### config.mk
export PLATFORM = sky130hd
export DESIGN_NAME = fq_ingress
export DESIGN_NICKNAME = d
export VERILOG_FILES = /design/src/rtl/fq_ingress.sv
export SDC_FILE = /design/constraint.sdc
export NUM_CORES = 1
export LEC_CHECK = 0
export CAP_MARGIN = 20
export CORE_AREA = 2 2 239 241
export CTS_BUF_LIST = sky130_fd_sc_hd__clkbuf_4
export DETAILED_ROUTE_END_ITERATION = 8
export DIE_AREA = 0 0 241 243
export PLACE_DENSITY = 0.65
export SLEW_MARGIN = 20
export SYNTH_ARGS = -nofsm -noshare
export SYNTH_HDL_FRONTEND = slang
export SYNTH_SLANG_ARGS = --single-unit
export TNS_END_PERCENT = 10
### constraint.sdc
create_clock -name clk -period 10.45 [get_ports clk]
set_clock_uncertainty 0.05 [all_clocks]
set_input_delay 3.135 -clock clk [delete_from_list [all_inputs] [get_ports clk]]
set_output_delay 3.135 -clock clk [all_outputs]
set_load 0.05 [all_outputs]
### src/rtl/fq_ingress.sv
// Per-flow ingress classifier: decodes packet headers and steers each packet into its channel FIFO.
// Optional macro FQ_INGRESS_DROP_EN discards packets whose target FIFO is full at header time.
module fq_ingress #(
    parameter int NUM_IN_LOG2 = 3
) (
    input  logic        clk,
    input  logic        rst,
    input  logic        in_valid,
    output logic        in_ready,
    input  logic [63:0] in_data,
    output logic        fifo_wrreq [2**NUM_IN_LOG2],
    output logic [63:0] fifo_data  [2**NUM_IN_LOG2],
    input  logic        fifo_full  [2**NUM_IN_LOG2],
    output logic [15:0] drop_count,
    output logic        busy
);
    localparam int N = 2**NUM_IN_LOG2;

    typedef enum logic [1:0] {IDLE, BODY, DROP} state_t;

    state_t                 state_reg;
    logic [7:0]             remaining_reg;
    logic [NUM_IN_LOG2-1:0] cur_reg;

    logic [NUM_IN_LOG2-1:0] hdr_ch;
    logic [7:0]             hdr_len;
    logic                   hdr_full;
    logic                   hdr_drop;
    logic                   accept;
    logic                   do_write;
    logic [NUM_IN_LOG2-1:0] wr_ch;

    assign hdr_ch   = in_data[8 +: NUM_IN_LOG2];
    assign hdr_len  = (in_data[7:0] == 8'd0) ? 8'd1 : in_data[7:0];
    assign hdr_full = fifo_full[hdr_ch];

`ifdef FQ_INGRESS_DROP_EN
    assign hdr_drop = hdr_full;
`else
    assign hdr_drop = 1'b0;
`endif

    always_comb begin
        in_ready = 1'b0;
        if (!rst) begin
            case (state_reg)
`ifdef FQ_INGRESS_DROP_EN
                IDLE:    in_ready = 1'b1;
`else
                IDLE:    in_ready = !hdr_full;
`endif
                BODY:    in_ready = !fifo_full[cur_reg];
                DROP:    in_ready = 1'b1;
                default: in_ready = 1'b0;
            endcase
        end
    end

    assign accept   = in_valid && in_ready;
    assign do_write = accept && ((state_reg == BODY) || (state_reg == IDLE && !hdr_drop));
    assign wr_ch    = (state_reg == BODY) ? cur_reg : hdr_ch;
    assign busy     = (state_reg != IDLE);

    always_ff @(posedge clk) begin
        if (rst) begin
            state_reg     <= IDLE;
            remaining_reg <= 8'd0;
            cur_reg       <= '0;
        end else if (accept) begin
            case (state_reg)
                IDLE: begin
                    if (hdr_len > 8'd1) begin
                        remaining_reg <= hdr_len - 8'd1;
                        cur_reg       <= hdr_ch;
                        state_reg     <= hdr_drop ? DROP : BODY;
                    end
                end
                BODY, DROP: begin
                    // Last word returns to IDLE on the same edge, so the next word is a header.
                    if (remaining_reg != 8'd0) begin
                        remaining_reg <= remaining_reg - 8'd1;
                    end
                    if (remaining_reg <= 8'd1) begin
                        state_reg <= IDLE;
                    end
                end
                default: state_reg <= IDLE;
            endcase
        end
    end

`ifdef FQ_INGRESS_DROP_EN
    logic [15:0] drop_count_reg;

    always_ff @(posedge clk) begin
        if (rst) begin
            drop_count_reg <= 16'd0;
        end else if (accept && state_reg == IDLE && hdr_drop && drop_count_reg != 16'hFFFF) begin
            drop_count_reg <= drop_count_reg + 16'd1;
        end
    end

    assign drop_count = drop_count_reg;
`else
    assign drop_count = 16'd0;
`endif

    // Per-channel write registers; data holds its last value when the channel is not written.
    for (genvar gi = 0; gi < N; gi++) begin : g_ch
        logic sel;
        assign sel = do_write && (wr_ch == NUM_IN_LOG2'(gi));

        always_ff @(posedge clk) begin
            if (rst) begin
                fifo_wrreq[gi] <= 1'b0;
                fifo_data[gi]  <= 64'd0;
            end else begin
                fifo_wrreq[gi] <= sel;
                if (sel) begin
                    fifo_data[gi] <= in_data;
                end
            end
        end
    end

endmodule

==> out/qor.txt <==
Critical Path End Type: output port
Die area: 0.0586 mm²
Critical path buffers and inverters: 4
Synth Cell Area: 0.0203 mm²
Die H: 243 µm
H-tree levels: 4
Area Overhead vs Synth: 37.5%
Unrepaired setup endpoints after global routing: no
Via count: 17900
Design Power: 4.33 mW
Crit-path leading delay family: buffers and inverters
Core area: 0.0560 mm²
Final WL: 73700 µm
Post-route cell area: 0.0278 mm²
Max VDD drop: 92.7 µV
Combinational Power Share: 9.0%
Crit path max-delay cell type: clkdlybuf4s50_1
DP HPWL: 47300 µm
Fin crit period: 8.98 ns
Worst-path cell chain: clkdlybuf4s50_1, mux4_2, nand3b_1, nand4_1, buf_4, inv_1, clkdlybuf4s50_1
Register area share after synthesis: 52.6%
P per Cell Area: 156 mW/mm²
Clk buf depth: 3
Tightest Pin Transition: 1.16 ns
Standard-cell rows: 87
CP max FO: 14
Global-route wire length before repair: 110000 µm
Cell Int Power: 3.17 mW
Antenna violations before repair: 3
Final #Nets: 2926
Clock sink count: 532
Sw Pwr: 1.16 mW
Placed inst area: 0.0261 mm²
Finish-stage setup viols: 0
Largest net degree at the start of global routing: 205
Max reg flops: 512
Post-route antenna net violation count: 0
Clock transition at path regs: 0.06 ns
PostCTS Resize Cnt: 0
Number of synthesized register bits: 532
Global placement routability congestion: 0.825
CTS tree: done
# DRC: 0
Setup Total Neg Slack: 0 ns
Vias in the first global route: 18100
Initial Util: 36.2%
Number of DRC markers in iteration 0: 967
Skew-Pair Late Insertion Delay: 0.95 ns
Synth cell types: 50
Total grt overflow: 0
GRT Util Overall: 24.7%
Via density: 4.84
Max_slew headroom: 22.9%
Synth Instances: 2313
PortBufs: 596
Critical path type: in -> out
Io pins: 613
Root buffer cell: clkbuf_4
Die W: 241 µm
Hold_buf cts: 0
Outcome: complete, no violations
Synth warn: 0
TritonCTS buffer count: 142
Switch share: 26.9%
Max incr delay on CP: 0.82 ns
Share of layout cells above drive strength 1: 15.9%
Most frequent CP cell: clkdlybuf4s50_1
Critical path required time: 7.27 ns
Postcts setup bufs: 0
Register share of total power: 47.9%
Synth async-reset ratio: 0%
Syn_area_per_cell: 8.76 µm²
Wire per inst: 19.9 µm
Hold crit path type: reg -> reg
Top FF cell, synth: dfxtp_1
Crit start category: input pin
Fin. max-slew vios: 0
EDFF count, synth: 0
Top achievable clock speed: 111 MHz
1st-pass router iterations: 5
Static Leak: 9.09 nW
CP arrival: 5.80 ns
Power share of the clock group: 43.2%
Max Cap Violations: 0
Final hold vios: 0
Tcrit/Tclk final: 86.0%
[logic make-up after synthesis]
group | synth area share, %
muxes | 7.17
adders and majority gates | 0.247
xor gates and xnor gates | 0.173
and+or+nand+nor | 18.4
DFF | 52.6
AOI/OAI and AO/OA | 14.4
other | 0.0185
buffers and inverters | 7.07
[synth_stat cells (all sizes together) (5+ instances only)]
cell type,count,area [µm²]
o21ai,5,25.0
nand2,778,2920
or3,11,93.8
a21oi,389,2700
nor2,139,522
mux2,5,56.3
nor2b,5,31.3
inv,15,56.3
mux2i,135,1350
buf,162,1070
dfxtp,532,10700
clkbuf,80,300
[cell usage in the layout (no fill, tap or decap), drive strengths merged, types with 11 or more instances in the layout]
cell / synthesis / routed
mux2i: 135 / 135
or3: 11 / 11
clkbuf: 80 / 214
nand2: 778 / 778
inv: 15 / 15
buf: 162 / 22
clkdlybuf4s50: 0 / 595
nor2: 139 / 139
conb: 1 / 16
dfxtp: 532 / 532
a21oi: 389 / 389
clkinv: 1 / 19
[per-layer routing]
metal	routed length [µm]	global-route usage, %	share of wire (%)	up-vias
met3	7220	9.96	9.8	142
met5	11	0	0.015	-
li1	-	-	-	8559
met2	34600	40.7	47	671
met1	29600	28.2	40	8542
met4	2250	10.1	3.0	2
[worst paths after layout]
check / endpoint / startpoint / cells past startpoint / slack (ns)
max: in_ready / in_data[8] / 7 / 1.47
min: fifo_data[447] / fifo_data[447] / 2 / 0.40
max reg2reg: fifo_data[489] / state_reg[0] / 9 / 6.42
min reg2reg: fifo_data[447] / fifo_data[447] / 2 / 0.40
[worst min-delay path, cell delays in order (launching register included)]
cell and delay (ns):
dfxtp_1 0.30, nand2_1 0.05, a21oi_1 0.05
[power groups by stage]
stage | clock network, mW | logic [mW] | registers, mW
finish | 1.87 | 0.388 | 2.07
global route | 2.03 | 0.410 | 2.08
CTS | 1.92 | 0.389 | 2.07
detailed placement | 0 | 0.388 | 2.12
global placement | 0 | 0.384 | 2.12
floorplan | 0 | 0.177 | 2.20
[layout make-up]
cell class | count | area, µm²
Antenna cell | 4 | 10.0
Multi-Input combinational cell | 1538 | 8250
Timing Repair Buffer | 617 | 6140
Inverter | 16 | 66.3
Clock buffer | 214 | 1610
Clock inverter | 23 | 179
Sequential cell | 532 | 10700
Fill cell | 5317 | 28100
Tap cell | 756 | 946
[metrics by stage]
stage	util (%)	cells	setup slack, ns	hold slack, ns
after detailed placement	46.6	3459	1.46	0.395
after CTS	49.8	3696	1.45	0.404
after floorplan	-	2328	2.93	0.404
after global placement	46.6	3459	1.43	0.391
final	49.8	3700	1.47	0.402
after global routing	49.8	3699	1.34	0.421
(Power assumes the default switching activity.)
